File: config.mk
export PLATFORM = sky130hd
export DESIGN_NAME = id_ex_stage
export DESIGN_NICKNAME = d
export VERILOG_FILES = /design/src/rtl/pipe_pkg.sv /design/src/rtl/hazard_unit.sv /design/src/rtl/id_ex_stage.sv
export SDC_FILE = /design/constraint.sdc
export NUM_CORES = 1
export LEC_CHECK = 0
export ABC_AREA = 1
export BUFFER_PORTS_ARGS = -buffer_cell sky130_fd_sc_hd__buf_4
export CAP_MARGIN = 20
export CELL_PAD_IN_SITES_DETAIL_PLACEMENT = 1
export CELL_PAD_IN_SITES_GLOBAL_PLACEMENT = 2
export CORE_AREA = 3 3 183 185
export CTS_CLUSTER_SIZE = 12
export DETAILED_ROUTE_END_ITERATION = 8
export DIE_AREA = 0 0 186 188
export GPL_ROUTABILITY_DRIVEN = 0
export PLACE_DENSITY = 0.81
export SLEW_MARGIN = 0
export SYNTH_ARGS = -nofsm -noshare
export SYNTH_HDL_FRONTEND = slang
export SYNTH_SLANG_ARGS = --single-unit
File: constraint.sdc
create_clock -name clk -period 1.9 [get_ports clk]
set_clock_uncertainty 0.15 [all_clocks]
set_input_delay 0.19 -clock clk [delete_from_list [all_inputs] [get_ports clk]]
set_output_delay 0.19 -clock clk [all_outputs]
set_load 0.1 [all_outputs]
File: src/rtl/pipe_pkg.sv
// Shared types for the RV32I pipeline: ALU format class, EX control bundle, ID/EX FSM states.
package pipe_pkg;

    typedef enum logic [2:0] {
        ALUOP_R = 3'b000,
        ALUOP_I = 3'b001,
        ALUOP_B = 3'b010,
        ALUOP_S = 3'b011,
        ALUOP_U = 3'b100,
        ALUOP_J = 3'b101,
        ALUOP_L = 3'b110
    } alu_op_t;

    typedef struct packed {
        logic reg_write;
        logic mem_read;
        logic mem_write;
        logic mem_to_reg;
        logic alu_src;
        logic branch;
        logic jump;
    } ex_ctrl_t;

    localparam ex_ctrl_t BUBBLE_CTRL = '0;

    typedef enum logic {
        ST_RUN        = 1'b0,
        ST_FLUSH_PEND = 1'b1
    } idex_state_t;

endpackage

File: src/rtl/hazard_unit.sv
// Load-use detector: the instruction in ID reads a register that a load in EX has not yet produced.
module hazard_unit (
    input  logic       i_id_valid,
    input  logic [4:0] i_id_rs1,
    input  logic [4:0] i_id_rs2,
    input  logic       i_id_uses_rs1,
    input  logic       i_id_uses_rs2,
    input  logic       i_ex_valid,
    input  logic       i_ex_mem_read,
    input  logic [4:0] i_ex_rd,
    output logic       o_hazard
);

    logic w_rs1_hit;
    logic w_rs2_hit;

    assign w_rs1_hit = i_id_uses_rs1 && (i_id_rs1 == i_ex_rd);
    assign w_rs2_hit = i_id_uses_rs2 && (i_id_rs2 == i_ex_rd);
    // x0 is never written, so a load targeting it cannot create a dependency
    assign o_hazard  = i_id_valid && i_ex_valid && i_ex_mem_read && (i_ex_rd != 5'd0)
                       && (w_rs1_hit || w_rs2_hit);

endmodule

File: src/rtl/id_ex_stage.sv
// ID/EX pipeline register with load-use bubble insertion, flush handling that survives
// a MEM hold, and saturating stall/flush event counters.
module id_ex_stage
    import pipe_pkg::*;
#(
    parameter int XLEN  = 32,
    parameter int CNT_W = 16
) (
    input  logic             clk,
    input  logic             reset_n,
    input  logic             id_valid,
    input  logic [XLEN-1:0]  id_pc,
    input  logic [XLEN-1:0]  id_rs1_data,
    input  logic [XLEN-1:0]  id_rs2_data,
    input  logic [XLEN-1:0]  id_imm,
    input  logic [4:0]       id_rs1,
    input  logic [4:0]       id_rs2,
    input  logic [4:0]       id_rd,
    input  logic             id_uses_rs1,
    input  logic             id_uses_rs2,
    input  logic [3:0]       id_entrada,
    input  logic [2:0]       id_alu_op,
    input  logic [6:0]       id_ctrl,
    input  logic             ex_flush,
    input  logic             mem_hold,
    output logic             id_stall,
    output logic             ex_valid,
    output logic [XLEN-1:0]  ex_pc,
    output logic [XLEN-1:0]  ex_rs1_data,
    output logic [XLEN-1:0]  ex_rs2_data,
    output logic [XLEN-1:0]  ex_imm,
    output logic [4:0]       ex_rs1,
    output logic [4:0]       ex_rs2,
    output logic [4:0]       ex_rd,
    output logic [3:0]       ex_entrada,
    output logic [2:0]       ex_alu_op,
    output logic [6:0]       ex_ctrl,
    output logic [CNT_W-1:0] stall_cnt,
    output logic [CNT_W-1:0] flush_cnt
);

    localparam logic [CNT_W-1:0] CNT_ONE = {{(CNT_W-1){1'b0}}, 1'b1};

    logic            r_valid;
    logic [XLEN-1:0] r_pc, r_rs1_data, r_rs2_data, r_imm;
    logic [4:0]      r_rs1, r_rs2, r_rd;
    logic [3:0]      r_entrada;
    alu_op_t         r_alu_op;
    ex_ctrl_t        r_ctrl;
    logic [CNT_W-1:0] r_stall_cnt, r_flush_cnt;
    idex_state_t     r_state;

    idex_state_t     w_state_nxt;
    logic            w_hazard;
    logic            w_flush_pending;
    logic            w_bubble;
    logic            w_load_id;
    logic            w_cnt_stall;
    logic            w_cnt_flush;

    hazard_unit u_hazard (
        .i_id_valid    (id_valid),
        .i_id_rs1      (id_rs1),
        .i_id_rs2      (id_rs2),
        .i_id_uses_rs1 (id_uses_rs1),
        .i_id_uses_rs2 (id_uses_rs2),
        .i_ex_valid    (r_valid),
        .i_ex_mem_read (r_ctrl.mem_read),
        .i_ex_rd       (r_rd),
        .o_hazard      (w_hazard)
    );

    assign w_flush_pending = (r_state == ST_FLUSH_PEND);
    assign id_stall        = w_hazard || mem_hold;

    always_comb begin
        w_state_nxt = r_state;
        w_bubble    = 1'b0;
        w_load_id   = 1'b0;
        w_cnt_stall = 1'b0;
        w_cnt_flush = 1'b0;
        if (mem_hold) begin
            // EX frozen; remember a taken branch so it is not lost behind the hold
            if (ex_flush) w_state_nxt = ST_FLUSH_PEND;
        end else if (ex_flush || w_flush_pending) begin
            w_bubble    = 1'b1;
            w_cnt_flush = 1'b1;
            w_state_nxt = ST_RUN;
        end else if (w_hazard) begin
            w_bubble    = 1'b1;
            w_cnt_stall = 1'b1;
        end else begin
            w_load_id   = 1'b1;
        end
    end

    always_ff @(posedge clk or negedge reset_n) begin
        if (!reset_n) begin
            r_state     <= ST_RUN;
            r_valid     <= 1'b0;
            r_pc        <= '0;
            r_rs1_data  <= '0;
            r_rs2_data  <= '0;
            r_imm       <= '0;
            r_rs1       <= '0;
            r_rs2       <= '0;
            r_rd        <= '0;
            r_entrada   <= '0;
            r_alu_op    <= ALUOP_R;
            r_ctrl      <= BUBBLE_CTRL;
            r_stall_cnt <= '0;
            r_flush_cnt <= '0;
        end else begin
            r_state <= w_state_nxt;
            if (w_bubble) begin
                r_valid    <= 1'b0;
                r_pc       <= '0;
                r_rs1_data <= '0;
                r_rs2_data <= '0;
                r_imm      <= '0;
                r_rs1      <= '0;
                r_rs2      <= '0;
                r_rd       <= '0;
                r_entrada  <= '0;
                r_alu_op   <= ALUOP_R;
                r_ctrl     <= BUBBLE_CTRL;
            end else if (w_load_id) begin
                r_valid    <= id_valid;
                r_pc       <= id_pc;
                r_rs1_data <= id_rs1_data;
                r_rs2_data <= id_rs2_data;
                r_imm      <= id_imm;
                r_rs1      <= id_rs1;
                r_rs2      <= id_rs2;
                r_rd       <= id_rd;
                r_entrada  <= id_entrada;
                r_alu_op   <= alu_op_t'(id_alu_op);
                r_ctrl     <= id_valid ? ex_ctrl_t'(id_ctrl) : BUBBLE_CTRL;
            end
            if (w_cnt_stall && (r_stall_cnt != '1)) r_stall_cnt <= r_stall_cnt + CNT_ONE;
            if (w_cnt_flush && (r_flush_cnt != '1)) r_flush_cnt <= r_flush_cnt + CNT_ONE;
        end
    end

    assign ex_valid    = r_valid;
    assign ex_pc       = r_pc;
    assign ex_rs1_data = r_rs1_data;
    assign ex_rs2_data = r_rs2_data;
    assign ex_imm      = r_imm;
    assign ex_rs1      = r_rs1;
    assign ex_rs2      = r_rs2;
    assign ex_rd       = r_rd;
    assign ex_entrada  = r_entrada;
    assign ex_alu_op   = r_alu_op;
    assign ex_ctrl     = r_ctrl;
    assign stall_cnt   = r_stall_cnt;
    assign flush_cnt   = r_flush_cnt;

endmodule

==> impl_results.html, run 1 <==
<table>
<tr><th>Metric</th><th>Value</th></tr>
<tr><th colspan="2">Place</th></tr>
<tr><td>Count of buffers from port buffering</td><td>354</td></tr>
<tr><td>Worst setup slack before clock tree synthesis</td><td>10.24 ps</td></tr>
<tr><td>Sum of net half-perimeters after detailed placement</td><td>approximately 22 mm</td></tr>
<tr><td>Cell area after placement</td><td>11,690 sq um</td></tr>
<tr><td>Total instance count after detailed placement</td><td>around 1.7k</td></tr>
<tr><th colspan="2">Critical path</th></tr>
<tr><td>Critical Path End Type</td><td>output pin</td></tr>
<tr><td>Worst setup path startpoint</td><td>ex_rd[3]</td></tr>
<tr><td>Worst reg2reg path startpoint</td><td>ex_rd[1]</td></tr>
<tr><td>Crit-path max FO</td><td>4</td></tr>
<tr><td>WS Path Type</td><td>reg -&gt; out</td></tr>
<tr><td>Critical path data arrival time</td><td>1740 ps</td></tr>
<tr><td>Data required time of the critical path</td><td>between 1500 and 2000 ps</td></tr>
<tr><td>Startpoint Class</td><td>flip-flop</td></tr>
<tr><th colspan="2">Power</th></tr>
<tr><td>Switching part of the total power</td><td>between 30 and 40%</td></tr>
<tr><td>Power Internal</td><td>approximately 7.7 mW</td></tr>
<tr><td>Power dissipated by switching net loads</td><td>5.015 mW</td></tr>
<tr><td>Power density relative to cell area</td><td>905.3 nW/um^2</td></tr>
<tr><td>Pleak</td><td>~7.5 nW</td></tr>
<tr><td>Combinational fraction of design power</td><td>32.2%</td></tr>
<tr><td>Part of the power in registers</td><td>36.4%</td></tr>
<tr><td>Maximum VDD drop</td><td>between 0.001 and 0.0015 V</td></tr>
<tr><td>Share of power burned in the clock network</td><td>roughly a third</td></tr>
<tr><th colspan="2">GRT</th></tr>
<tr><td>Antenna violations before repair</td><td>0</td></tr>
<tr><td>Total Routing Usage GR</td><td>18.93%</td></tr>
<tr><td>Maximum number of pins on one net before global-route repair</td><td>118</td></tr>
<tr><td>Total gr overflow</td><td>0</td></tr>
<tr><td>Vias in the first global route</td><td>9,582</td></tr>
<tr><td>Wire length of the first global-routing pass</td><td>between 50 and 60 mm</td></tr>
<tr><th colspan="2">Synth</th></tr>
<tr><td>Post-synthesis async set-or-reset flop share</td><td>100.0%</td></tr>
<tr><td>Prevailing post-synth register cell</td><td>sky130_fd_sc_hd__dfrtp_1</td></tr>
<tr><td>Synth warn</td><td>0</td></tr>
<tr><td>Cell count after synthesis</td><td>971</td></tr>
<tr><td>Sequential cell area fraction in the yosys report</td><td>between 50% and 60%</td></tr>
<tr><td>Number of distinct standard cells referenced by the synthesized netlist</td><td>27</td></tr>
<tr><td>Syn Nets</td><td>1,137</td></tr>
<tr><td>Number of enable flip-flop cells after synthesis</td><td>0</td></tr>
<tr><td>Average size of a mapped cell</td><td>8.551 sq um</td></tr>
<tr><td>FF+latch count, synth</td><td>~190</td></tr>
<tr><td>Combined area of all synthesized cells</td><td>8303 sq um</td></tr>
<tr><th colspan="2">Floorplanning</th></tr>
<tr><td>Placeable Area</td><td>32,210 sq um</td></tr>
<tr><td>DIE AREA</td><td>between 30,000 and 40,000 sq um</td></tr>
<tr><td>Initial core utilization</td><td>25.78%</td></tr>
<tr><td>Number of core rows</td><td>66</td></tr>
<tr><td>IO Pins</td><td>355</td></tr>
<tr><td>Floorplan die width</td><td>186 microns</td></tr>
<tr><td>Die Ht</td><td>188 microns</td></tr>
<tr><th colspan="2">Layout</th></tr>
<tr><td>Final design instance area without fill</td><td>14,060 sq um</td></tr>
<tr><td>Final net count</td><td>approximately 1.7k</td></tr>
<tr><td>Commonest non-fill, non-tap cell in the layout</td><td>sky130_fd_sc_hd__nand2_1</td></tr>
<tr><td>Synth-to-layout area growth</td><td>69.32%</td></tr>
<tr><td>Number of diodes added for antenna fixing</td><td>0</td></tr>
<tr><td>Most frequent cells in the layout</td><td>sky130_fd_sc_hd__nand2_1 (414), sky130_fd_sc_hd__buf_4 (372), sky130_fd_sc_hd__dlygate4sd3_1 (159)</td></tr>
<tr><td>Final non-filler cell total</td><td>between 1.5k and 2k</td></tr>
<tr><td>Fraction of layout cells with a size suffix above 1</td><td>around a third</td></tr>
<tr><th colspan="2">Run status</th></tr>
<tr><td>Run status</td><td>complete, but fails checks</td></tr>
<tr><td>Violations in the final reports</td><td>setup timing</td></tr>
<tr><th colspan="2">Clock network</th></tr>
<tr><td>Worst-case clock buffer depth</td><td>2</td></tr>
<tr><td>Clock-pin slew of the registers on the worst-case setup and hold paths</td><td>~70 ps</td></tr>
<tr><td>TritonCTS clock tree</td><td>done</td></tr>
<tr><td>H-tree depth reported by CTS</td><td>4</td></tr>
<tr><td>Number of clock buffers inserted by TritonCTS</td><td>17</td></tr>
<tr><td>Clock Latency Late Sink</td><td>~450 ps</td></tr>
<tr><td>CTS sink count</td><td>between 150 and 200</td></tr>
<tr><td>Root buffer cell</td><td>sky130_fd_sc_hd__clkbuf_16</td></tr>
<tr><th colspan="2">Timing</th></tr>
<tr><td>Worst-case setup margin in the final layout</td><td>-179.6 ps</td></tr>
<tr><td>Final number of hold-violating endpoints</td><td>0</td></tr>
<tr><td>Minimum clock period</td><td>2080 ps</td></tr>
<tr><td>Final setup vio count</td><td>61</td></tr>
<tr><td>RSZ-0062 raised after global routing</td><td>yes</td></tr>
<tr><td>Period utilization</td><td>109.5%</td></tr>
<tr><td>Fmax</td><td>0.4809 GHz</td></tr>
<tr><td>Worst-Margin Slew</td><td>603.1 ps</td></tr>
<tr><td>Pins over their slew limit</td><td>0</td></tr>
<tr><td>Worst slew margin relative to its limit</td><td>roughly 60%</td></tr>
<tr><th colspan="2">Route</th></tr>
<tr><td>DRT Pass-1 Iters</td><td>4</td></tr>
<tr><td>Wire length after detailed routing</td><td>about 33 mm</td></tr>
<tr><td>DRC viols</td><td>0</td></tr>
<tr><td>Via count of the routed design</td><td>8,650</td></tr>
<tr><td>Average wire per cell in the routed design</td><td>17.52 microns</td></tr>
<tr><td>Vias per cell</td><td>between 4 and 5</td></tr>
<tr><td>Number of nets with antenna violations after detailed routing</td><td>0</td></tr>
<tr><td>DRC marker count from the first detailed-route iteration</td><td>a little over 300</td></tr>
<tr><th colspan="2">Run</th></tr>
<tr><td>Number of max-capacitance violations reported</td><td>0</td></tr>
<tr><th colspan="2">Hold path</th></tr>
<tr><td>Hold path start</td><td>id_valid</td></tr>
<tr><td>Classification of the worst-slack hold path</td><td>in -&gt; reg</td></tr>
</table>
[worst paths after layout]
kind,to,slack [ps],depth (start not counted)
max,id_stall,-180,8
min,ex_valid,20,4
max reg2reg,ex_rs2[1],-120,11
min reg2reg,ex_pc[17],330,2
max in group asynchronous,ex_rs2_data[3],820,3
min in group asynchronous,ex_alu_op[2],110,2
[layer usage]
layer | share of wire [%] | GRT usage, % | vias to the layer above | wire [microns]
met3 | 5.1 | 4.365 | 61 | 1695
met5 | 0 | 0 | - | 0
met4 | 3.0 | 7.133 | 0 | 1020
met2 | 51 | 33.19 | 242 | 17140
li1 | - | - | 4109 | -
met1 | 41 | 22.41 | 4238 | 13590
[power by group through the flow]
stage	Clock (mW)	Combinational (mW)	Sequential, mW
floorplan	0	0.461	6.86
global placement	0	3.79	4.69
detailed placement	0	3.81	4.71
CTS	4.12	4.10	4.63
global route	4.29	4.28	4.68
finish	4.00	4.09	4.64
[logic make-up (layout without fill, tap and decap cells)]
group	count (synthesis)	after routing	share of synthesized area, %
buf+inv	96	625	5.772
fa+ha+maj	2	2	0.3013
flops	191	191	57.56
xor+xnor	23	23	2.426
compound gates	19	19	1.175
simple gates	640	641	32.76
[final cells by class]
type,count,area (sq um)
inverter,43,162.7
fill,3812,18150
clock buffer,18,429.2
sequential,191,4850
tap,408,510.5
timing repair buffer,550,4752
multi-input combinational,685,3149
clock inverter,14,205.2
[worst max-delay path, cell delays in order, from the launching register on]
cell and delay, ps:
sky130_fd_sc_hd__dfrtp_4 500, sky130_fd_sc_hd__nand2_1 70, sky130_fd_sc_hd__nand2_1 50, sky130_fd_sc_hd__nor2_1 110
sky130_fd_sc_hd__nand3_1 130, sky130_fd_sc_hd__nand2_4 130, sky130_fd_sc_hd__nand2_8 70, sky130_fd_sc_hd__nand2_4 70
sky130_fd_sc_hd__buf_12 170
[state kept, by name, indices dropped and copies added (netlist names), 5 cells and up]
name	cells
ex_ctrl	7
ex_imm	32
ex_rs2_data	32
flush_cnt	16
stall_cnt	16
ex_rs1	5
ex_rs2	5
ex_pc	32
ex_rd	5
ex_rs1_data	32
[timing repair]
item | CTS | global route
gates resized for setup | 7 | 14
setup buffers | 4 | 0
endpoints found under the setup margin | 9 | 181
hold endpoints to repair | 289 | 0
pin swaps | 6 | 2
hold buffers | 159 | 0
gates cloned | 0 | 1
[per-stage QoR]
stage / hold WS [ps] / TNS, ps / total power, mW / utilization, %
floorplan: -255.6 / -55.02 / 7.324 / -
global placement: 62.77 / -1.749 / 8.480 / 36.31
detailed placement: 56.75 / 0 / 8.519 / 36.31
CTS: 27.96 / -2819 / 12.85 / 43.46
global route: 40.83 / -19490 / 13.25 / 43.65
finish: 22.19 / -2531 / 12.73 / 43.65
[cell usage after synthesis (2+ instances only)]
| cell | n | area share, % |
|---|---|---|
| sky130_fd_sc_hd__nand2_1 | 417 | 19 |
| sky130_fd_sc_hd__dfrtp_1 | 191 | 58 |
| sky130_fd_sc_hd__nand3_1 | 156 | 9.4 |
| sky130_fd_sc_hd__inv_1 | 35 | 1.6 |
| sky130_fd_sc_hd__nor2_1 | 31 | 1.4 |
| sky130_fd_sc_hd__buf_2 | 20 | 1.2 |
| sky130_fd_sc_hd__clkbuf_1 | 20 | 0.90 |
| sky130_fd_sc_hd__o21ai_0 | 18 | 1.1 |
| sky130_fd_sc_hd__xor2_1 | 17 | 1.8 |
| sky130_fd_sc_hd__buf_6 | 12 | 1.6 |
| sky130_fd_sc_hd__nand4_1 | 12 | 0.90 |
| sky130_fd_sc_hd__nor3_1 | 10 | 0.60 |
| sky130_fd_sc_hd__inv_2 | 7 | 0.32 |
| sky130_fd_sc_hd__xnor2_1 | 6 | 0.63 |
| sky130_fd_sc_hd__nand2_2 | 4 | 0.30 |
| sky130_fd_sc_hd__ha_1 | 2 | 0.30 |
| sky130_fd_sc_hd__nand3_2 | 2 | 0.24 |
| sky130_fd_sc_hd__nor2_4 | 2 | 0.27 |
Power figures use the tool's default switching activity.
==> inputs of run 2 (changes only) <==
- PLACE_DENSITY: 0.81 -> 0.8
==> run 2 against run 1 <==
The flow still finishes with violations (setup timing); sequential cell count unchanged; critical path depth grew 4; sequential power is essentially flat; fmax up 0.99%; setup slack gained 20 ps; power increased by 0.38%; final cell count grew 0.89%; die area unchanged; clock-buffer cell count rose by 2; core utilization grew 1.9 points; clock power hardly changed; wire length is 8.2% higher.
==> impl_results.html, run 2 (same netlist as run 1, synthesis figures left out) <==
<table>
<tr><th>Metric</th><th>Value</th></tr>
<tr><th colspan="2">Run status</th></tr>
<tr><td>Run status</td><td>complete, but fails checks (unchanged)</td></tr>
<tr><td>Violations in the final reports</td><td>setup timing (unchanged)</td></tr>
<tr><th colspan="2">Timing</th></tr>
<tr><td>RSZ-0062 raised after global routing</td><td>yes (unchanged)</td></tr>
<tr><td>Fmax</td><td>0.4856 GHz (was 0.4809 GHz)</td></tr>
<tr><td>Pins over their slew limit</td><td>0 (unchanged)</td></tr>
<tr><td>Minimum clock period</td><td>2059 ps (was 2080 ps)</td></tr>
<tr><td>Worst-case setup margin in the final layout</td><td>-159.3 ps (was -179.6 ps)</td></tr>
<tr><td>Worst slew margin relative to its limit</td><td>55.35% (was 59.79%)</td></tr>
<tr><td>Period utilization</td><td>108.4% (was 109.5%)</td></tr>
<tr><td>Worst-Margin Slew</td><td>669.8 ps (was 603.1 ps)</td></tr>
<tr><td>Accumulated negative setup slack</td><td>-12,650 ps (was -2531 ps)</td></tr>
<tr><td>Final number of hold-violating endpoints</td><td>0 (unchanged)</td></tr>
<tr><td>Final setup vio count</td><td>135 (was 61)</td></tr>
<tr><th colspan="2">Clock network</th></tr>
<tr><td>Root buffer cell</td><td>sky130_fd_sc_hd__clkbuf_16 (unchanged)</td></tr>
<tr><td>CTS sink count</td><td>191 (unchanged)</td></tr>
<tr><td>Worst-case clock buffer depth</td><td>2 (unchanged)</td></tr>
<tr><td>Number of clock buffers inserted by TritonCTS</td><td>17 (unchanged)</td></tr>
<tr><td>Clock Latency Late Sink</td><td>440 ps (was 450 ps)</td></tr>
<tr><td>Clock-pin slew of the registers on the worst-case setup and hold paths</td><td>70 ps (about the same)</td></tr>
<tr><td>TritonCTS clock tree</td><td>done (unchanged)</td></tr>
<tr><td>H-tree depth reported by CTS</td><td>4 (unchanged)</td></tr>
<tr><th colspan="2">Floorplanning</th></tr>
<tr><td>Floorplan die width</td><td>186 microns (unchanged)</td></tr>
<tr><td>IO Pins</td><td>355 (unchanged)</td></tr>
<tr><td>Number of core rows</td><td>66 (unchanged)</td></tr>
<tr><td>Die Ht</td><td>188 microns (unchanged)</td></tr>
<tr><td>Initial core utilization</td><td>25.78% (unchanged)</td></tr>
<tr><td>DIE AREA</td><td>34,970 sq um (unchanged)</td></tr>
<tr><td>Placeable Area</td><td>32,210 sq um (unchanged)</td></tr>
<tr><th colspan="2">Critical path</th></tr>
<tr><td>Cell depth of the worst flop-to-flop path</td><td>12 (was 11)</td></tr>
<tr><td>FF-to-FF setup slack</td><td>-160 ps (was -120 ps)</td></tr>
<tr><td>WS Path Type</td><td>reg -&gt; reg (was reg -&gt; out)</td></tr>
<tr><td>CP delay by family, top</td><td>simple AND/OR/NAND/NOR gates (unchanged)</td></tr>
<tr><td>Delay contributed by the slowest stage of the critical path</td><td>490 ps (was 500 ps)</td></tr>
<tr><td>Crit-path max FO</td><td>6 (was 4)</td></tr>
<tr><td>Critical Path End Type</td><td>flip-flop (was output pin)</td></tr>
<tr><td>Buffers and inverters on the worst path</td><td>4 (was 1)</td></tr>
<tr><td>Critical-path cell list</td><td>nand2_1 &gt; nand2_1 &gt; nor2_1 &gt; nand3_1 &gt; nand2_2 &gt; nand2_4 &gt; buf_4 &gt; buf_12 &gt; buf_4 &gt; clkbuf_16 &gt; nand3_1 &gt; o21ai_0 (was nand2_1 &gt; nand2_1 &gt; nor2_1 &gt; nand3_1 &gt; nand2_4 &gt; nand2_8 &gt; nand2_4 &gt; buf_12)</td></tr>
<tr><td>Cell with the largest stage delay on the worst path</td><td>sky130_fd_sc_hd__dfrtp_4 (unchanged)</td></tr>
<tr><td>Worst reg2reg path startpoint</td><td>ex_rd[4] (was ex_rd[1])</td></tr>
<tr><td>Startpoint Class</td><td>flip-flop (unchanged)</td></tr>
<tr><td>Critical path data arrival time</td><td>2220 ps (was 1740 ps)</td></tr>
<tr><td>Reg2reg end</td><td>ex_rd[1] (was ex_rs2[1])</td></tr>
<tr><td>Data required time of the critical path</td><td>2060 ps (was 1560 ps)</td></tr>
<tr><th colspan="2">Route</th></tr>
<tr><td>DRC viols</td><td>0 (unchanged)</td></tr>
<tr><td>DRT Pass-1 Iters</td><td>4 (unchanged)</td></tr>
<tr><td>Average wire per cell in the routed design</td><td>18.79 microns (was 17.52 microns)</td></tr>
<tr><td>Vias per cell</td><td>4.600 (was 4.531)</td></tr>
<tr><td>Number of nets with antenna violations after detailed routing</td><td>0 (unchanged)</td></tr>
<tr><td>Via count of the routed design</td><td>8,860 (was 8,650)</td></tr>
<tr><td>Wire length after detailed routing</td><td>36.19 mm (was 33.44 mm)</td></tr>
<tr><td>DRC marker count from the first detailed-route iteration</td><td>374 (was 303)</td></tr>
<tr><th colspan="2">Layout</th></tr>
<tr><td>Most frequent cells in the layout</td><td>sky130_fd_sc_hd__nand2_1 (401), sky130_fd_sc_hd__buf_4 (374), sky130_fd_sc_hd__dlygate4sd3_1 (160) (was sky130_fd_sc_hd__nand2_1 (414), sky130_fd_sc_hd__buf_4 (372), sky130_fd_sc_hd__dlygate4sd3_1 (159))</td></tr>
<tr><td>Fraction of layout cells with a size suffix above 1</td><td>37.82% (was 32.71%)</td></tr>
<tr><td>Final net count</td><td>1,668 (was 1,654)</td></tr>
<tr><td>Fraction of the core area covered by cells at the end of the flow</td><td>45.59% (was 43.65%)</td></tr>
<tr><td>Commonest non-fill, non-tap cell in the layout</td><td>sky130_fd_sc_hd__nand2_1 (unchanged)</td></tr>
<tr><td>Synth-to-layout area growth</td><td>76.84% (was 69.32%)</td></tr>
<tr><th colspan="2">GRT</th></tr>
<tr><td>Total gr overflow</td><td>0 (unchanged)</td></tr>
<tr><td>Wire length of the first global-routing pass</td><td>53.30 mm (was 52.19 mm)</td></tr>
<tr><td>Antenna violations before repair</td><td>2 (was 0)</td></tr>
<tr><td>Maximum number of pins on one net before global-route repair</td><td>96 (was 118)</td></tr>
<tr><td>Total Routing Usage GR</td><td>19.39% (was 18.93%)</td></tr>
<tr><td>Met3 capacity usage during global routing</td><td>5.063% (was 4.365%)</td></tr>
<tr><td>Met2 routing resource usage after global routing</td><td>32.89% (was 33.19%)</td></tr>
<tr><td>Vias in the first global route</td><td>9,580 (was 9,582)</td></tr>
<tr><td>Met1 GRT Util</td><td>23.12% (was 22.41%)</td></tr>
<tr><td>Most congested layer reported by global routing</td><td>met2 (unchanged)</td></tr>
<tr><th colspan="2">Power</th></tr>
<tr><td>Power density relative to cell area</td><td>870.1 nW/um^2 (was 905.3 nW/um^2)</td></tr>
<tr><td>Pleak</td><td>7.662 nW (was 7.470 nW)</td></tr>
<tr><td>Post-layout total power</td><td>12.78 mW (was 12.73 mW)</td></tr>
<tr><td>Maximum VDD drop</td><td>0.0006913 V (was 0.001011 V)</td></tr>
<tr><th colspan="2">Place</th></tr>
<tr><td>Count of buffers from port buffering</td><td>354 (unchanged)</td></tr>
<tr><td>Sum of net half-perimeters after detailed placement</td><td>22.56 mm (was 22.21 mm)</td></tr>
<tr><th colspan="2">Hold path</th></tr>
<tr><td>Classification of the worst-slack hold path</td><td>in -&gt; async (was in -&gt; reg)</td></tr>
<tr><th colspan="2">Run</th></tr>
<tr><td>Number of max-capacitance violations reported</td><td>0 (unchanged)</td></tr>
</table>
==> run 2: worst max path at each step <==
stage | startpoint | endpoint | slack (ps) | cells past startpoint
floorplan | ex_rd[3] | id_stall | -60 | 9
global placement | ex_rd[0] | stall_cnt[11] | 60 | 10
detailed placement | ex_rd[0] | stall_cnt[5] | 5 | 10
CTS | ex_rd[2] | id_stall | -180 | 8
global route | ex_rd[2] | ex_alu_op[1] | -240 | 12
finish | ex_rd[4] | ex_rd[1] | -160 | 12
==> run 2: what timing repair did <==
item	in CTS	in global routing
pin swaps	8	19
hold buffers	160	0
buffers inserted	5	9
gates resized for setup	8	109
endpoints found under the hold margin	350	0
cloned	0	11
endpoints found under the setup margin	2	159
==> run 2: stage by stage <==
step	instances	area [sq um]	hold WS [ps]	setup WS [ps]
finish	1926	14680	91.38	-159.3
global route	1925	14680	117.2	-239.7
CTS	1907	13960	67.42	-182.9
detailed placement	1710	11650	13.36	4.732
global placement	1710	11650	19.94	55.21
floorplan	971	8423	-255.6	-55.02
==> run 2: layer usage <==
layer	part of all wire [%]	vias to the layer above	routed length [microns]
met2	51	265	18500
met3	5.7	69	2055
met5	0	-	0
li1	-	4161	-
met4	3.3	0	1211
met1	40	4365	14430
==> run 2: final cells by class <==
| class | instances | area [sq um] |
|---|---|---|
| multi-input combinational | 686 | 3506 |
| sequential | 191 | 4850 |
| inverter | 43 | 175.2 |
| clock inverter | 12 | 180.2 |
| clock buffer | 20 | 456.7 |
| antenna | 3 | 7.507 |
| tap | 408 | 510.5 |
| timing repair buffer | 563 | 4997 |
| fill | 3717 | 17520 |
==> run 2: power breakdown <==
part	total (mW)	switching [mW]	internal, mW
Combinational	4.14	3.07	1.07
Sequential	4.66	0.267	4.39
Clock	3.98	1.69	2.29
==> inputs of run 3 (changes only) <==
--- a/config.mk
+++ b/config.mk
@@ -7,3 +7,2 @@
 export LEC_CHECK = 0
-export ABC_AREA = 1
 export BUFFER_PORTS_ARGS = -buffer_cell sky130_fd_sc_hd__buf_4
@@ -12,8 +11,8 @@
 export CELL_PAD_IN_SITES_GLOBAL_PLACEMENT = 2
-export CORE_AREA = 3 3 183 185
+export CORE_AREA = 3 3 164 166
 export CTS_CLUSTER_SIZE = 12
 export DETAILED_ROUTE_END_ITERATION = 8
-export DIE_AREA = 0 0 186 188
+export DIE_AREA = 0 0 167 169
 export GPL_ROUTABILITY_DRIVEN = 0
-export PLACE_DENSITY = 0.8
+export PLACE_DENSITY = 0.81
 export SLEW_MARGIN = 0
@@ -21,2 +20,3 @@
 export SYNTH_HDL_FRONTEND = slang
+export SYNTH_HIERARCHICAL = 1
 export SYNTH_SLANG_ARGS = --single-unit
--- a/constraint.sdc
+++ b/constraint.sdc
@@ -4,2 +4,2 @@
 set_output_delay 0.19 -clock clk [all_outputs]
-set_load 0.1 [all_outputs]
+set_load 0.005 [all_outputs]
==> run 3 against run 2 <==
The run still ends with setup timing left; power decreased by 19%; largest cell class unchanged; fmax shrank 20%; critical path type unchanged; core utilization increased by 7.6 points; design area decreased by 6.7%; first-iteration DRC count down 31%; critical path depth decreased by 3; highest routed layer is now met5.
==> impl_results.html, run 3 <==
<table>
<tr><th>Metric</th><th>Value</th></tr>
<tr><th colspan="2">Timing</th></tr>
<tr><td>RSZ-0062 raised after global routing</td><td>yes (unchanged)</td></tr>
<tr><td>Fmax</td><td>0.3877 GHz (was 0.4856 GHz)</td></tr>
<tr><td>Worst-case setup margin in the final layout</td><td>-679.4 ps (was -159.3 ps)</td></tr>
<tr><td>Minimum clock period</td><td>2579 ps (was 2059 ps)</td></tr>
<tr><td>Final number of hold-violating endpoints</td><td>0 (unchanged)</td></tr>
<tr><td>Smallest hold slack</td><td>25.90 ps (was 91.38 ps)</td></tr>
<tr><td>Period utilization</td><td>135.8% (was 108.4%)</td></tr>
<tr><td>Pins over their slew limit</td><td>0 (unchanged)</td></tr>
<tr><td>Worst slew margin relative to its limit</td><td>54.57% (was 55.35%)</td></tr>
<tr><td>Final setup vio count</td><td>175 (was 135)</td></tr>
<tr><td>Worst-Margin Slew</td><td>681.4 ps (was 669.8 ps)</td></tr>
<tr><th colspan="2">Layout</th></tr>
<tr><td>Most frequent cells in the layout</td><td>sky130_fd_sc_hd__buf_4 (396), sky130_fd_sc_hd__dfrtp_1 (190), sky130_fd_sc_hd__dlygate4sd3_1 (159) (was sky130_fd_sc_hd__nand2_1 (401), sky130_fd_sc_hd__buf_4 (374), sky130_fd_sc_hd__dlygate4sd3_1 (160))</td></tr>
<tr><td>Fraction of layout cells with a size suffix above 1</td><td>46.15% (was 37.82%)</td></tr>
<tr><td>Commonest non-fill, non-tap cell in the layout</td><td>sky130_fd_sc_hd__buf_4 (was sky130_fd_sc_hd__nand2_1)</td></tr>
<tr><td>Synth-to-layout area growth</td><td>86.20% (was 76.84%)</td></tr>
<tr><td>Fraction of the core area covered by cells at the end of the flow</td><td>53.15% (was 45.59%)</td></tr>
<tr><td>Final net count</td><td>1,258 (was 1,668)</td></tr>
<tr><td>Final design instance area without fill</td><td>13,690 sq um (was 14,680 sq um)</td></tr>
<tr><th colspan="2">Synth</th></tr>
<tr><td>Syn Nets</td><td>683 (was 1,137)</td></tr>
<tr><td>Average size of a mapped cell</td><td>14.23 sq um (was 8.551 sq um)</td></tr>
<tr><td>Synth warn</td><td>6 (was 0)</td></tr>
<tr><td>Prevailing post-synth register cell</td><td>sky130_fd_sc_hd__dfrtp_1 (unchanged)</td></tr>
<tr><td>Post-synthesis async set-or-reset flop share</td><td>100.0% (unchanged)</td></tr>
<tr><td>FF+latch count, synth</td><td>191 (unchanged)</td></tr>
<tr><td>Post-synth top cells</td><td>sky130_fd_sc_hd__dfrtp_1 (191), sky130_fd_sc_hd__a22o_1 (157), sky130_fd_sc_hd__xor2_1 (25), sky130_fd_sc_hd__clkbuf_1 (21), sky130_fd_sc_hd__buf_2 (14) (was sky130_fd_sc_hd__nand2_1 (417), sky130_fd_sc_hd__dfrtp_1 (191), sky130_fd_sc_hd__nand3_1 (156), sky130_fd_sc_hd__inv_1 (35), sky130_fd_sc_hd__nor2_1 (31))</td></tr>
<tr><td>Sequential cell area fraction in the yosys report</td><td>64.99% (was 57.56%)</td></tr>
<tr><td>Number of distinct standard cells referenced by the synthesized netlist</td><td>45 (was 27)</td></tr>
<tr><td>Combined area of all synthesized cells</td><td>7355 sq um (was 8303 sq um)</td></tr>
<tr><td>Cell count after synthesis</td><td>517 (was 971)</td></tr>
<tr><td>Area share of the leading cell type in the synthesized netlist</td><td>64.99% (was 57.56%)</td></tr>
<tr><td>Cell types occupying the most area after synthesis</td><td>sky130_fd_sc_hd__dfrtp_1 (65%), sky130_fd_sc_hd__a22o_1 (19%), sky130_fd_sc_hd__xor2_1 (3.0%), sky130_fd_sc_hd__xnor2_1 (1.3%), sky130_fd_sc_hd__clkbuf_1 (1.1%) (was sky130_fd_sc_hd__dfrtp_1 (58%), sky130_fd_sc_hd__nand2_1 (19%), sky130_fd_sc_hd__nand3_1 (9.4%), sky130_fd_sc_hd__xor2_1 (1.8%), sky130_fd_sc_hd__buf_6 (1.6%))</td></tr>
<tr><td>Number of enable flip-flop cells after synthesis</td><td>0 (unchanged)</td></tr>
<tr><td>Yosys top cell by area</td><td>sky130_fd_sc_hd__dfrtp_1 (unchanged)</td></tr>
<tr><td>Most frequent cell after synthesis</td><td>sky130_fd_sc_hd__dfrtp_1 (was sky130_fd_sc_hd__nand2_1)</td></tr>
<tr><th colspan="2">Route</th></tr>
<tr><td>DRC viols</td><td>0 (unchanged)</td></tr>
<tr><td>Wire length after detailed routing</td><td>31.77 mm (was 36.19 mm)</td></tr>
<tr><td>DRC marker count from the first detailed-route iteration</td><td>258 (was 374)</td></tr>
<tr><td>Average wire per cell in the routed design</td><td>22.03 microns (was 18.79 microns)</td></tr>
<tr><td>Via count of the routed design</td><td>7,055 (was 8,860)</td></tr>
<tr><td>DRT Pass-1 Iters</td><td>4 (unchanged)</td></tr>
<tr><td>Number of nets with antenna violations after detailed routing</td><td>0 (unchanged)</td></tr>
<tr><td>Vias per cell</td><td>4.893 (was 4.600)</td></tr>
<tr><th colspan="2">Floorplanning</th></tr>
<tr><td>IO Pins</td><td>355 (unchanged)</td></tr>
<tr><td>Die Ht</td><td>169 microns (was 188 microns)</td></tr>
<tr><td>DIE AREA</td><td>28,220 sq um (was 34,970 sq um)</td></tr>
<tr><td>Placeable Area</td><td>25,760 sq um (was 32,210 sq um)</td></tr>
<tr><td>Initial core utilization</td><td>28.55% (was 25.78%)</td></tr>
<tr><td>Number of core rows</td><td>59 (was 66)</td></tr>
<tr><td>Floorplan die width</td><td>167 microns (was 186 microns)</td></tr>
<tr><th colspan="2">Clock network</th></tr>
<tr><td>Clock-pin slew of the registers on the worst-case setup and hold paths</td><td>80 ps (was 70 ps)</td></tr>
<tr><td>Clock Latency Late Sink</td><td>430 ps (was 440 ps)</td></tr>
<tr><td>H-tree depth reported by CTS</td><td>4 (unchanged)</td></tr>
<tr><td>TritonCTS clock tree</td><td>done (unchanged)</td></tr>
<tr><td>Worst-case clock buffer depth</td><td>2 (unchanged)</td></tr>
<tr><td>Root buffer cell</td><td>sky130_fd_sc_hd__clkbuf_16 (unchanged)</td></tr>
<tr><td>Number of clock buffers inserted by TritonCTS</td><td>17 (unchanged)</td></tr>
<tr><td>CTS sink count</td><td>191 (unchanged)</td></tr>
<tr><th colspan="2">Critical path</th></tr>
<tr><td>Delay contributed by the slowest stage of the critical path</td><td>540 ps (was 490 ps)</td></tr>
<tr><td>WS Path Type</td><td>reg -&gt; reg (unchanged)</td></tr>
<tr><td>Buffers and inverters on the worst path</td><td>2 (was 4)</td></tr>
<tr><td>Data required time of the critical path</td><td>2110 ps (was 2060 ps)</td></tr>
<tr><td>Critical-path cell list</td><td>or4_4 &gt; o2111ai_2 &gt; a21oi_2 &gt; or2_4 &gt; nor3_4 &gt; buf_6 &gt; buf_12 &gt; and2_4 &gt; a22o_1 (was nand2_1 &gt; nand2_1 &gt; nor2_1 &gt; nand3_1 &gt; nand2_2 &gt; nand2_4 &gt; buf_4 &gt; buf_12 &gt; buf_4 &gt; clkbuf_16 &gt; nand3_1 &gt; o21ai_0)</td></tr>
<tr><td>Critical Path End Type</td><td>flip-flop (unchanged)</td></tr>
<tr><td>CP delay by family, top</td><td>simple AND/OR/NAND/NOR gates (unchanged)</td></tr>
<tr><td>Crit-path max FO</td><td>8 (was 6)</td></tr>
<tr><td>Cell with the largest stage delay on the worst path</td><td>sky130_fd_sc_hd__or4_4 (was sky130_fd_sc_hd__dfrtp_4)</td></tr>
<tr><td>Critical path data arrival time</td><td>2790 ps (was 2220 ps)</td></tr>
<tr><td>Startpoint Class</td><td>flip-flop (unchanged)</td></tr>
<tr><th colspan="2">GRT</th></tr>
<tr><td>Total gr overflow</td><td>0 (unchanged)</td></tr>
<tr><td>Maximum number of pins on one net before global-route repair</td><td>123 (was 96)</td></tr>
<tr><td>Antenna violations before repair</td><td>3 (was 2)</td></tr>
<tr><td>Total Routing Usage GR</td><td>21.76% (was 19.39%)</td></tr>
<tr><td>Wire length of the first global-routing pass</td><td>47.78 mm (was 53.30 mm)</td></tr>
<tr><td>Vias in the first global route</td><td>7,898 (was 9,580)</td></tr>
<tr><th colspan="2">Run</th></tr>
<tr><td>Number of max-capacitance violations reported</td><td>0 (unchanged)</td></tr>
<tr><th colspan="2">Power</th></tr>
<tr><td>Pleak</td><td>6.858 nW (was 7.662 nW)</td></tr>
<tr><td>Maximum VDD drop</td><td>0.0004221 V (was 0.0006913 V)</td></tr>
<tr><td>Power density relative to cell area</td><td>756.7 nW/um^2 (was 870.1 nW/um^2)</td></tr>
<tr><td>Post-layout total power</td><td>10.36 mW (was 12.78 mW)</td></tr>
<tr><th colspan="2">Hold path</th></tr>
<tr><td>Classification of the worst-slack hold path</td><td>in -&gt; reg (was in -&gt; async)</td></tr>
<tr><th colspan="2">Run status</th></tr>
<tr><td>Run status</td><td>complete, but fails checks (unchanged)</td></tr>
<tr><td>Violations in the final reports</td><td>setup timing (unchanged)</td></tr>
<tr><th colspan="2">Place</th></tr>
<tr><td>Count of buffers from port buffering</td><td>354 (unchanged)</td></tr>
<tr><td>Sum of net half-perimeters after detailed placement</td><td>19.38 mm (was 22.56 mm)</td></tr>
<tr><td>Worst setup slack before clock tree synthesis</td><td>-641.4 ps (was 4.732 ps)</td></tr>
<tr><td>Cell area after placement</td><td>10,930 sq um (was 11,650 sq um)</td></tr>
</table>
==> run 3: report_power, final <==
| part | internal [mW] | leakage [nW] | switching, mW |
|---|---|---|---|
| clock network | 1.81 | 0.286 | 1.84 |
| registers | 4.37 | 2.53 | 0.277 |
| logic | 1.26 | 4.04 | 0.804 |
| total | 7.44 | 6.86 | 2.92 |
==> run 3: timing repair <==
action / 4_1_cts / 5_1_grt
buffers inserted: 12 / 11
hold buffers: 160 / 0
pin swaps: 17 / 34
setup endpoints to repair: 175 / 179
resized for setup: 33 / 34
gates cloned: 9 / 3
hold endpoints to repair: 349 / 0
==> run 3: final timing paths <==
path                                    from              to  slack (ps)  cells past startpoint
worst max register to register      ex_rd[0]      ex_ctrl[1]        -680                      9
max in group asynchronous            reset_n  ex_rs1_data[3]         870                      3
worst max-delay path                ex_rd[0]      ex_ctrl[1]        -680                      9
worst min-delay path                id_valid        ex_valid          30                      3
min in group asynchronous            reset_n       ex_pc[24]         100                      2
worst min register to register  stall_cnt[9]    stall_cnt[9]         360                      1
==> run 3: worst register-to-register path, stage by stage, from the launching register on <==
cell                        delay, ps
sky130_fd_sc_hd__dfrtp_1          430
sky130_fd_sc_hd__or4_4            540
sky130_fd_sc_hd__o2111ai_2        190
sky130_fd_sc_hd__a21oi_2           70
sky130_fd_sc_hd__or2_4            280
sky130_fd_sc_hd__nor3_4           210
sky130_fd_sc_hd__buf_6            150
sky130_fd_sc_hd__buf_12           140
sky130_fd_sc_hd__and2_4           200
sky130_fd_sc_hd__a22o_1           150
==> run 3: final cells by class <==
cell class | instances | area (sq um)
Inverter | 5 | 18.77
Fill cell | 2593 | 12070
Clock buffer | 19 | 442.9
Multi-Input combinational cell | 285 | 2626
Clock inverter | 13 | 147.6
Tap cell | 335 | 419.2
Sequential cell | 191 | 4781
Antenna cell | 2 | 5.005
Timing Repair Buffer | 592 | 5254
==> run 3: per-stage QoR <==
step	std cells	setup TNS, ps
6_report	1442	-105300
3_3_place_gp	1223	-83670
4_1_cts	1434	-96160
5_1_grt	1442	-119610
3_5_place_dp	1223	-88400
2_1_floorplan	517	-68700
==> run 3: kinds of logic after synthesis <==
group / count (synthesis) / share of synthesized area [%]
compound gates: 175 / 20.89
xor+xnor: 36 / 4.287
fa+ha+maj: 2 / 0.3402
buf+inv: 41 / 2.331
flops: 191 / 64.99
mux: 4 / 0.6124
simple gates: 68 / 6.550
==> run 3: per-layer routing <==
| metal | vias to the layer above | share of wire [%] | GRT usage [%] |
|---|---|---|---|
| met3 | 28 | 6.4 | 5.908 |
| li1 | 3129 | - | - |
| met4 | 2 | 1.8 | 6.420 |
| met5 | - | 0.063 | 0 |
| met2 | 263 | 51 | 37.75 |
| met1 | 3633 | 41 | 26.66 |
